### config.mk
export PLATFORM = sky130hd
export DESIGN_NAME = layer_compositor
export DESIGN_NICKNAME = d
export VERILOG_FILES = /design/src/rtl/layer_compositor_pkg.sv /design/src/rtl/layer_compositor_collision_tracker.sv /design/src/rtl/layer_compositor.sv
export SDC_FILE = /design/constraint.sdc
export NUM_CORES = 1
export LEC_CHECK = 0
export CORE_MARGIN = 10
export CORE_UTILIZATION = 40
export CTS_CLUSTER_DIAMETER = 30
export DETAILED_ROUTE_END_ITERATION = 7
export HOLD_SLACK_MARGIN = 0.03
export PLACE_DENSITY = 0.78
export RECOVER_POWER = 100
export SYNTH_ARGS = -nofsm -noshare
export SYNTH_HDL_FRONTEND = slang
export SYNTH_SLANG_ARGS = --single-unit
### constraint.sdc
create_clock -name pixel_clk -period 2.5 [get_ports pixel_clk]
set_input_delay 0.25 -clock pixel_clk [delete_from_list [all_inputs] [get_ports pixel_clk]]
set_output_delay 0.25 -clock pixel_clk [all_outputs]
set_load 0.05 [all_outputs]
### src/rtl/layer_compositor_pkg.sv
// Shared types, constants and pair-index helpers for the layer compositor.
// Optional feature macro used by this block: LAYER_COMPOSITOR_COLLISION_CNT_EN.
package layer_compositor_pkg;

  localparam int CW = 8;

  typedef struct packed {
    logic [CW-1:0] r;
    logic [CW-1:0] g;
    logic [CW-1:0] b;
  } rgb_t;

  localparam logic BLEND_PRIORITY = 1'b0;
  localparam logic BLEND_OR       = 1'b1;

  // Number of unordered layer pairs.
  function automatic int n_pairs(input int n);
    return (n * (n - 1)) / 2;
  endfunction

  // Flat index of pair (i,j), i<j, in row-major upper-triangle order.
  function automatic int pair_index(input int i, input int j, input int n);
    return (i * n) - ((i * (i + 1)) / 2) + (j - i - 1);
  endfunction

endpackage

### src/rtl/layer_compositor_collision_tracker.sv
// Per-pair overlap detection on the stage-1 pixel registers, a sticky
// per-frame accumulator, the frame-boundary latch and the frame counter.
// With LAYER_COMPOSITOR_COLLISION_CNT_EN defined it also keeps saturating
// per-pair overlap pixel counts.
module layer_compositor_collision_tracker
  import layer_compositor_pkg::*;
#(
  parameter int  N_LAYERS = 4,
  localparam int N_PAIRS  = n_pairs(N_LAYERS)
) (
  input  logic                  pixel_clk,
  input  logic                  rst,
  input  logic                  fsync,
  input  logic                  s1_active,
  input  logic [N_LAYERS-1:0]   s1_layer_active,
  output logic [N_PAIRS-1:0]    collision_flags,
  output logic                  collision_any,
  output logic [15:0]           frame_count
`ifdef LAYER_COMPOSITOR_COLLISION_CNT_EN
  ,
  output logic [N_PAIRS*16-1:0] collision_count
`endif
);

  logic [N_PAIRS-1:0] overlap;
  logic [N_PAIRS-1:0] acc;
  logic [N_PAIRS-1:0] acc_next;

  // Overlap of every layer pair on the current visible stage-1 pixel.
  always_comb begin
    overlap = '0;
    for (int i = 0; i < N_LAYERS - 1; i++) begin
      for (int j = i + 1; j < N_LAYERS; j++) begin
        overlap[pair_index(i, j, N_LAYERS)] = s1_active & s1_layer_active[i] & s1_layer_active[j];
      end
    end
  end

  assign acc_next = acc | overlap;

  // Sticky accumulator, frame-boundary latch and completed-frame counter.
  always_ff @(posedge pixel_clk) begin
    if (rst) begin
      acc             <= '0;
      collision_flags <= '0;
      collision_any   <= 1'b0;
      frame_count     <= 16'd0;
    end else begin
      // The OR is taken from the already-latched flags, so it trails them by one cycle.
      collision_any <= |collision_flags;
      if (fsync) begin
        collision_flags <= acc_next;
        acc             <= '0;
        frame_count     <= frame_count + 16'd1;
      end else begin
        acc <= acc_next;
      end
    end
  end

`ifdef LAYER_COMPOSITOR_COLLISION_CNT_EN
  logic [15:0] pair_cnt      [N_PAIRS];
  logic [15:0] pair_cnt_next [N_PAIRS];

  // Saturating increment of each running pair count.
  always_comb begin
    for (int k = 0; k < N_PAIRS; k++) begin
      pair_cnt_next[k] = pair_cnt[k];
      if (overlap[k] && (pair_cnt[k] != 16'hFFFF)) begin
        pair_cnt_next[k] = pair_cnt[k] + 16'd1;
      end
    end
  end

  // Running counts restart at each frame boundary; the finished totals are latched.
  always_ff @(posedge pixel_clk) begin
    if (rst) begin
      // NOTE: this array is small control state with a defined reset value, so
      // every entry is cleared explicitly; large data RAMs would not be reset.
      for (int k = 0; k < N_PAIRS; k++) begin
        pair_cnt[k] <= 16'd0;
      end
      collision_count <= '0;
    end else if (fsync) begin
      for (int k = 0; k < N_PAIRS; k++) begin
        collision_count[k*16 +: 16] <= pair_cnt_next[k];
        pair_cnt[k]                 <= 16'd0;
      end
    end else begin
      for (int k = 0; k < N_PAIRS; k++) begin
        pair_cnt[k] <= pair_cnt_next[k];
      end
    end
  end
`endif

endmodule

### src/rtl/layer_compositor.sv
// Layer compositor: merges N_LAYERS sprite/overlay layers into one RGB pixel
// stream through a fixed 2-cycle pipeline, in priority or OR blend mode, and
// reports per-frame layer-pair collisions.
// Optional feature macro: LAYER_COMPOSITOR_COLLISION_CNT_EN (adds collision_count).
module layer_compositor
  import layer_compositor_pkg::*;
#(
  parameter int          N_LAYERS = 4,
  parameter int          CW       = 8,
  parameter logic [23:0] BG_COLOR = 24'h000000,
  localparam int         N_PAIRS  = n_pairs(N_LAYERS)
) (
  input  logic                     pixel_clk,
  input  logic                     rst,
  input  logic                     fsync,
  input  logic                     active,
  input  logic [N_LAYERS-1:0]      layer_active,
  input  logic [N_LAYERS*3*CW-1:0] layer_pixel,
  input  logic                     blend_mode_req,
  output logic [3*CW-1:0]          pixel_out,
  output logic                     pixel_active,
  output logic                     blend_mode,
  output logic [N_PAIRS-1:0]       collision_flags,
  output logic                     collision_any,
  output logic [15:0]              frame_count
`ifdef LAYER_COMPOSITOR_COLLISION_CNT_EN
  ,
  output logic [N_PAIRS*16-1:0]    collision_count
`endif
);

  localparam int              PW     = 3 * CW;
  localparam logic [PW-1:0]   BG_PIX = PW'(BG_COLOR);

  logic                     s1_active;
  logic [N_LAYERS-1:0]      s1_layer_active;
  logic [N_LAYERS*PW-1:0]   s1_pixel;
  logic                     s1_mode;
  logic [PW-1:0]            comp;

  // Mode register: only a frame-start pulse may change the blend mode.
  always_ff @(posedge pixel_clk) begin
    // NOTE: sequential state always uses non-blocking assignments so every
    // register samples pre-edge values regardless of block ordering.
    if (rst) begin
      blend_mode <= BLEND_PRIORITY;
    end else if (fsync) begin
      blend_mode <= blend_mode_req;
    end
  end

  // Stage 1: register the raw inputs; the mode travels with the pixel so
  // pixels already in flight at fsync finish in the old mode.
  always_ff @(posedge pixel_clk) begin
    if (rst) begin
      s1_active       <= 1'b0;
      s1_layer_active <= '0;
      s1_pixel        <= '0;
      s1_mode         <= BLEND_PRIORITY;
    end else begin
      s1_active       <= active;
      s1_layer_active <= layer_active;
      s1_pixel        <= layer_pixel;
      s1_mode         <= blend_mode;
    end
  end

  // Composite of the stage-1 pixel: blank, background, priority or OR blend.
  always_comb begin
    // NOTE: default first so no path through this block leaves comp unassigned
    // (which would infer a latch).
    comp = '0;
    if (!s1_active) begin
      comp = '0;
    end else if (s1_layer_active == '0) begin
      comp = BG_PIX;
    end else if (s1_mode == BLEND_PRIORITY) begin
      // Walk from lowest priority upward so the lowest active index wins.
      for (int i = N_LAYERS - 1; i >= 0; i--) begin
        if (s1_layer_active[i]) begin
          comp = s1_pixel[i*PW +: PW];
        end
      end
    end else begin
      for (int i = 0; i < N_LAYERS; i++) begin
        if (s1_layer_active[i]) begin
          comp = comp | s1_pixel[i*PW +: PW];
        end
      end
    end
  end

  // Stage 2: register the composite result and its visibility qualifier.
  always_ff @(posedge pixel_clk) begin
    if (rst) begin
      pixel_out    <= '0;
      pixel_active <= 1'b0;
    end else begin
      pixel_out    <= comp;
      pixel_active <= s1_active;
    end
  end

  layer_compositor_collision_tracker #(
    .N_LAYERS (N_LAYERS)
  ) u_collision_tracker (
    .pixel_clk       (pixel_clk),
    .rst             (rst),
    .fsync           (fsync),
    .s1_active       (s1_active),
    .s1_layer_active (s1_layer_active),
    .collision_flags (collision_flags),
    .collision_any   (collision_any),
    .frame_count     (frame_count)
`ifdef LAYER_COMPOSITOR_COLLISION_CNT_EN
    ,
    .collision_count (collision_count)
`endif
  );

endmodule

# After elaboration in Yosys (flattened, before gate mapping)
# Index checks and enable logic that the tools add are counted.
word_totals:
  output_inout_bits: 49
  ff_bits: 157
  elab_cells: 48
  inputBits: 105
classes:
  n_reduce_logical: 4
  n_addsub: 1
  bitwise_logic: 14
  mux: 18
ops:
  columns: ["cell", "n"]
  rows:
  - ["two-way mux 24 bit", 18]
  - ["bitwise OR 24 bit", 3]
  - ["adder 16 x 1 -> 16 bit, second input constant", 1]
  - ["bitwise AND 1 bit", 9]
  - ["bitwise OR 6 bit", 1]
  - ["OR reduction 6 bit", 1]
  - ["logical NOT 4 bit", 1]
  - ["OR reduction 3 bit", 1]
  - ["OR reduction 2 bit", 1]
  - ["NOT 1 bit", 1]

# Depth between registers and ports, before layout
logic_depth:
  depth_word: 17
  depth_mapped: 6
  mapped_depth_nobuf: 4

# Cells and area by module
# A second synthesis with hierarchy kept.
hier_totals:
  cells_unflattened: 516
  area_unflattened_um2: 5466.5
modules_own_cells:
  columns: ["module", "n_inst", "area_per_inst_um2", "seq_area_each_um2", "cells_each"]
  rows:
  - ["layer_compositor", 1, 4306.6, 2562.5, 388]
  - ["layer_compositor_collision_tracker", 1, 1159.9, 580.6, 128]

# Worst setup path before layout
# Ideal clock, no wire load.
synth_path:
  path_kind: "reg-to-reg"
  from: "register u_collision_tracker.frame_count[0]"
  to: "register u_collision_tracker.frame_count[12]"
  path_buffers: 0
  setup_slack_ps: 602
  stages_incl_launch_ff: 5
  setup_ps: 123
  required_ps: 2377
  period_less_slack_ps: 1898
  t_arrival_ps: 1775
  cell_sequence: "dfxtp_1 ha_1 nand3_2 nor4_1 mux2_1"
synth_between:
  elab_chain_cells: 1
synth_lines:
  columns: ["element", "line", "rtl"]
  rows:
  - ["start: declaration", "layer_compositor_collision_tracker.sv:18", "output logic [15:0] frame_count"]
  - ["start signal: assignment", "layer_compositor_collision_tracker.sv:54", "frame_count <= frame_count + 16'd1;"]
  - ["adder 16 x 1 -> 16 bit", "layer_compositor_collision_tracker.sv:54", null]
# Every way passes these cells.
# A chain may end at the register's enable or synchronous reset.

# Worst setup path in the final report
layout_path:
  from: "register s1_layer_active[0]"
  to: "register pixel_out[0]"
layout_between:
  elab_chain_cells: 17
  elab_cells_between_ends: 20
  classes_between: "15 x mux; 3 x bitwise; 2 x reduce/logical"
layout_lines:
  columns: ["element", "line", "rtl"]
  rows:
  - ["start: declaration", "layer_compositor.sv:36", "logic [N_LAYERS-1:0] s1_layer_active;"]
  - ["start signal: assignment", "layer_compositor.sv:62", "s1_layer_active <= layer_active;"]
  - ["two-way mux 24 bit", "layer_compositor.sv:86", "if (s1_layer_active[i]) begin"]
  - ["two-way mux 24 bit", "layer_compositor.sv:77", "end else if (s1_mode == BLEND_PRIORITY) begin"]
  - ["two-way mux 24 bit", "layer_compositor.sv:75", "end else if (s1_layer_active == '0) begin"]
  - ["two-way mux 24 bit", "layer_compositor.sv:73", "if (!s1_active) begin"]
  - ["bitwise OR 24 bit", "layer_compositor.sv:87", "comp = comp | s1_pixel[i*PW +: PW];"]
  - ["two-way mux 24 bit", "layer_compositor.sv:86", null]
  - ["two-way mux 24 bit", "layer_compositor.sv:77", null]
  - ["two-way mux 24 bit", "layer_compositor.sv:75", null]
  - ["two-way mux 24 bit", "layer_compositor.sv:73", null]
  - ["bitwise OR 24 bit", "layer_compositor.sv:87", null]
  - ["two-way mux 24 bit", "layer_compositor.sv:86", null]
  - ["two-way mux 24 bit", "layer_compositor.sv:77", null]
  - ["two-way mux 24 bit", "layer_compositor.sv:75", null]
  - ["two-way mux 24 bit", "layer_compositor.sv:73", null]
  - ["bitwise OR 24 bit", "layer_compositor.sv:87", null]
  - ["two-way mux 24 bit", "layer_compositor.sv:86", null]
  - ["two-way mux 24 bit", "layer_compositor.sv:77", null]
  - ["end signal: assignment", "layer_compositor.sv:99", "pixel_out <= comp;"]
  - ["end: declaration", "layer_compositor.sv:20", "output logic [3*CW-1:0] pixel_out,"]
# Parallel ways exist; a longest one is shown, timed or not. The select of a mux whose other input is x is not followed.

==> run summary <==
====================================================================================================
Net switching power of the design                                                            1.33 mW
Initial antenna violation count                                                                    0
Class of the tightest hold or removal check                                             input pin to flop
Number of nets in the finished design                                                            858
Diodes inserted                                                                                    0
Setup TNS after final layout                                                                    0 ns
Synth Net Count                                                                                  732
Crit path max-delay cell type                                                           sky130_fd_sc_hd__dfxtp_1
Clock root cell                                                                         sky130_fd_sc_hd__clkbuf_16
Mean routed wirelength per cell                                                              16.0 um
Site row count                                                                                    45
Slack of the worst reg-to-reg path                                                           0.44 ns
First-pass GRT wire length                                                                  24300 um
Data required time at the worst endpoint                                                     2.80 ns
Die Footprint                                                                           0.0206 sq mm
Post-synthesis instance area                                                            0.00609 sq mm
Post-detailed-placement half-perimeter wirelength                                           10500 um
Ordered list of cells on the worst path                                                 buf_12, a221oi_1, o311a_1
Final setup violation count                                                                        0
Worst-path maximum fanout                                                                         39
Share of total power in sequential cells                                                       0.466
Synthesis-to-finish area growth                                                                36.2%
Residual DRC count                                                                                 0
Worst setup slack after layout                                                              0.440 ns
Latest clock arrival within the worst-skew pair                                              0.42 ns
Critical path launch point type                                                                 flop
Final standard cell utilization of the core                                                    0.552
GRT Total Usage                                                                                0.149
Top achievable clock speed                                                                 0.485 GHz
Total core area                                                                         0.0150 sq mm
Delay of the slowest cell on the worst path                                                  1.18 ns
Endpoint with the worst hold slack                                                      u_collision_tracker.frame_count[1]
Sequential-to-total area share from yosys stat                                                 0.516
Startpoint of the worst register-to-register path                                       s1_layer_active[0]
Final antenna-violating net count                                                                  0
Cell family with the largest share of critical-path delay                                 flip-flops
Most used cells in the layout excluding fill and tap cells                              sky130_fd_sc_hd__dfxtp_1, sky130_fd_sc_hd__nor2b_1, sky130_fd_sc_hd__clkdlybuf4s50_1, sky130_fd_sc_hd__dlygate4sd3_1, sky130_fd_sc_hd__a21oi_1
Max transition margin                                                                          0.135
Synth cell types                                                                                  36
H-Tree Level Count                                                                                 4
Final hold violation count                                                                         0
Worst hold path stage count                                                                        2
Number of gates given a new drive strength after cts                                               0
Final wirelength                                                                            15200 um
Minimum setup slack after placement                                                         0.645 ns
Maximum number of pins on one net before global-route repair                                      62
Number of sinks on the clock net                                                                 157
Number of buffers added to fix hold violations after cts                                           0
Total grt overflow                                                                                 0
First-iteration detailed-routing DRC count                                                       328
Register bit total from synthesis                                                                157
Total CTS buffers                                                                                 17
TritonRoute pass-1 iters                                                                           5
Transition time of the tightest slew-check pin                                               1.30 ns
Worst EP arrival                                                                             2.36 ns
Share of total power consumed by net switching                                                 0.228
Vias per cell                                                                                   5.18
Die extent in x                                                                               143 um
Number of warnings reported in the yosys synthesis log                                             0
Gp weighted congestion                                                                         0.752
Outcome                                                                                 complete, no violations
Endpoint class of the critical path                                                             flop
Power per cell area                                                                      703 mW/mm^2
Largest voltage drop on the vdd net                                                         0.485 mV
Gate count of the mapped netlist                                                                 626
Register-to-Register Path Depth                                                                    3
Clock tree from TritonCTS                                                                       done
Clk_skew                                                                                   0.0128 ns
Max-capacitance violation count                                                                    0
Routed via count                                                                                4927
Crit path buf inv count                                                                            1
Number of setup buffers added after CTS                                                            0
Clock network fraction of total power                                                          0.442
Final Max Slew Viols                                                                               0
Internal power                                                                               4.50 mW
LEAKAGE                                                                                      3.26 nW
Combinational group share of total power                                                       0.093
Final critical delay including setup and external delays                                     2.06 ns
Critical register-to-register path endpoint                                             pixel_out[0]
Most frequent standard cell in the layout excluding fill and tap cells                  sky130_fd_sc_hd__dfxtp_1
Average footprint of a synthesized cell                                                   9.73 sq um
Height of the die                                                                             143 um
Initial Util                                                                                   0.405
RSZ-0062 raised after global routing                                                           false
Startpoint of the worst hold path                                                                rst
CTS Buffer Depth                                                                                   2
Critical path class                                                                     flop to flop
# port buffers                                                                                   153
Layout cells sized above 1                                                                    0.0564
Clock-pin slew reported for the worst setup and hold paths after clock tree synthesis        0.06 ns
Via count of the first global-routing pass                                                      4756
Boundary pin count                                                                               154
Fin crit share                                                                                 0.824
====================================================================================================
==> stage by stage <==
step	instance area, sq um	instances	hold WS [ns]	power (mW)
6_report	8290	951	0.287	5.83
5_1_grt	8290	951	0.298	6.08
4_1_cts	8310	951	0.0862	5.91
3_5_place_dp	7720	921	0.453	3.32
3_3_place_gp	7720	921	0.439	3.31
2_1_floorplan	6090	626	0.378	3.05
==> synthesized netlist by cell type <==
| cell | n | area, sq um |
|---|---|---|
| sky130_fd_sc_hd__o31ai_1 | 4 | 30.0 |
| sky130_fd_sc_hd__ha_1 | 1 | 12.5 |
| sky130_fd_sc_hd__xor2_1 | 3 | 26.3 |
| sky130_fd_sc_hd__a31oi_1 | 6 | 37.5 |
| sky130_fd_sc_hd__buf_6 | 1 | 11.3 |
| sky130_fd_sc_hd__nand3b_1 | 24 | 180 |
| sky130_fd_sc_hd__a221oi_1 | 24 | 210 |
| sky130_fd_sc_hd__mux2i_1 | 2 | 20.0 |
| sky130_fd_sc_hd__or4_1 | 4 | 30.0 |
| sky130_fd_sc_hd__inv_1 | 26 | 97.6 |
| sky130_fd_sc_hd__clkbuf_1 | 26 | 97.6 |
| sky130_fd_sc_hd__mux2_1 | 5 | 56.3 |
| sky130_fd_sc_hd__nand4_1 | 3 | 18.8 |
| sky130_fd_sc_hd__buf_2 | 16 | 80.1 |
| sky130_fd_sc_hd__o41a_1 | 1 | 11.3 |
| sky130_fd_sc_hd__and2b_1 | 1 | 7.51 |
| sky130_fd_sc_hd__nand4_2 | 1 | 12.5 |
| sky130_fd_sc_hd__nand2_1 | 28 | 105 |
| sky130_fd_sc_hd__or2_0 | 1 | 6.26 |
| sky130_fd_sc_hd__nor2b_1 | 107 | 669 |
| sky130_fd_sc_hd__buf_4 | 5 | 37.5 |
| sky130_fd_sc_hd__nor4_1 | 6 | 37.5 |
| sky130_fd_sc_hd__o21ai_0 | 2 | 10.0 |
| sky130_fd_sc_hd__buf_1 | 7 | 26.3 |
| sky130_fd_sc_hd__dfxtp_1 | 157 | 3140 |
| sky130_fd_sc_hd__a211oi_1 | 6 | 45.0 |
| sky130_fd_sc_hd__xnor2_1 | 1 | 8.76 |
| sky130_fd_sc_hd__nand4_4 | 1 | 21.3 |
| sky130_fd_sc_hd__nand3_2 | 2 | 20.0 |
| sky130_fd_sc_hd__and2_1 | 24 | 150 |
| sky130_fd_sc_hd__a222oi_1 | 24 | 240 |
| sky130_fd_sc_hd__nor2_1 | 24 | 90.1 |
| sky130_fd_sc_hd__o311a_1 | 24 | 240 |
| sky130_fd_sc_hd__nand3_1 | 26 | 130 |
| sky130_fd_sc_hd__or3_1 | 2 | 12.5 |
| sky130_fd_sc_hd__a21oi_1 | 31 | 155 |
==> layout make-up <==
| class | count | area (sq um) |
|---|---|---|
| clock buffer | 20 | 447 |
| clock inverter | 10 | 140 |
| fill | 1286 | 6740 |
| inverter | 26 | 97.6 |
| multi-input combinational | 388 | 2590 |
| sequential | 157 | 3150 |
| tap | 188 | 235 |
| timing repair buffer | 162 | 1630 |
==> cell families after synthesis <==
family / Yosys count / share of synthesized area
AND/OR/NAND/NOR: 254 / 0.245
adder cells (fa/ha/maj): 1 / 0.00205
flip-flops: 157 / 0.516
multiplexers: 7 / 0.0125
buffers and inverters: 81 / 0.0575
AO/OA/AOI/OAI: 122 / 0.161
XOR/XNOR: 4 / 0.00576
==> power groups by stage <==
stage	Combinational (mW)	Sequential (mW)	Clock (mW)
2_1_floorplan	0.271	2.78	0
3_3_place_gp	0.547	2.77	0
3_5_place_dp	0.553	2.77	0
4_1_cts	0.556	2.71	2.64
5_1_grt	0.589	2.73	2.76
6_report	0.541	2.71	2.57
==> worst max-delay path by stage <==
stage                                       start                             endpoint  slack [ns]  cells after the start
2_1_floorplan  u_collision_tracker.frame_count[0]  u_collision_tracker.frame_count[12]        0.60                      4
3_3_place_gp                                fsync  u_collision_tracker.frame_count[14]        0.68                      4
3_5_place_dp                                fsync  u_collision_tracker.frame_count[14]        0.65                      4
4_1_cts        u_collision_tracker.frame_count[2]                       frame_count[2]        0.45                      1
5_1_grt                        s1_layer_active[0]                         pixel_out[0]        0.28                      3
6_report                       s1_layer_active[0]                         pixel_out[0]        0.44                      3
==> flip-flops by register name, summed over array words and instances (netlist names), 4 cells and up <==
name and count:
s1_pixel 96, pixel_out 24, u_collision_tracker.frame_count 16, u_collision_tracker.acc 6
u_collision_tracker.collision_flags 6, s1_layer_active 4
==> metal layers <==
metal | GRT usage | share of wire | vias up
li1 | - | - | 2473
met1 | 0.175 | 0.43 | 2293
met2 | 0.242 | 0.49 | 147
met3 | 0.0587 | 0.064 | 14
met4 | 0.0537 | 0.016 | 0
met5 | 0 | 0 | -
(Power assumes the default switching activity.)
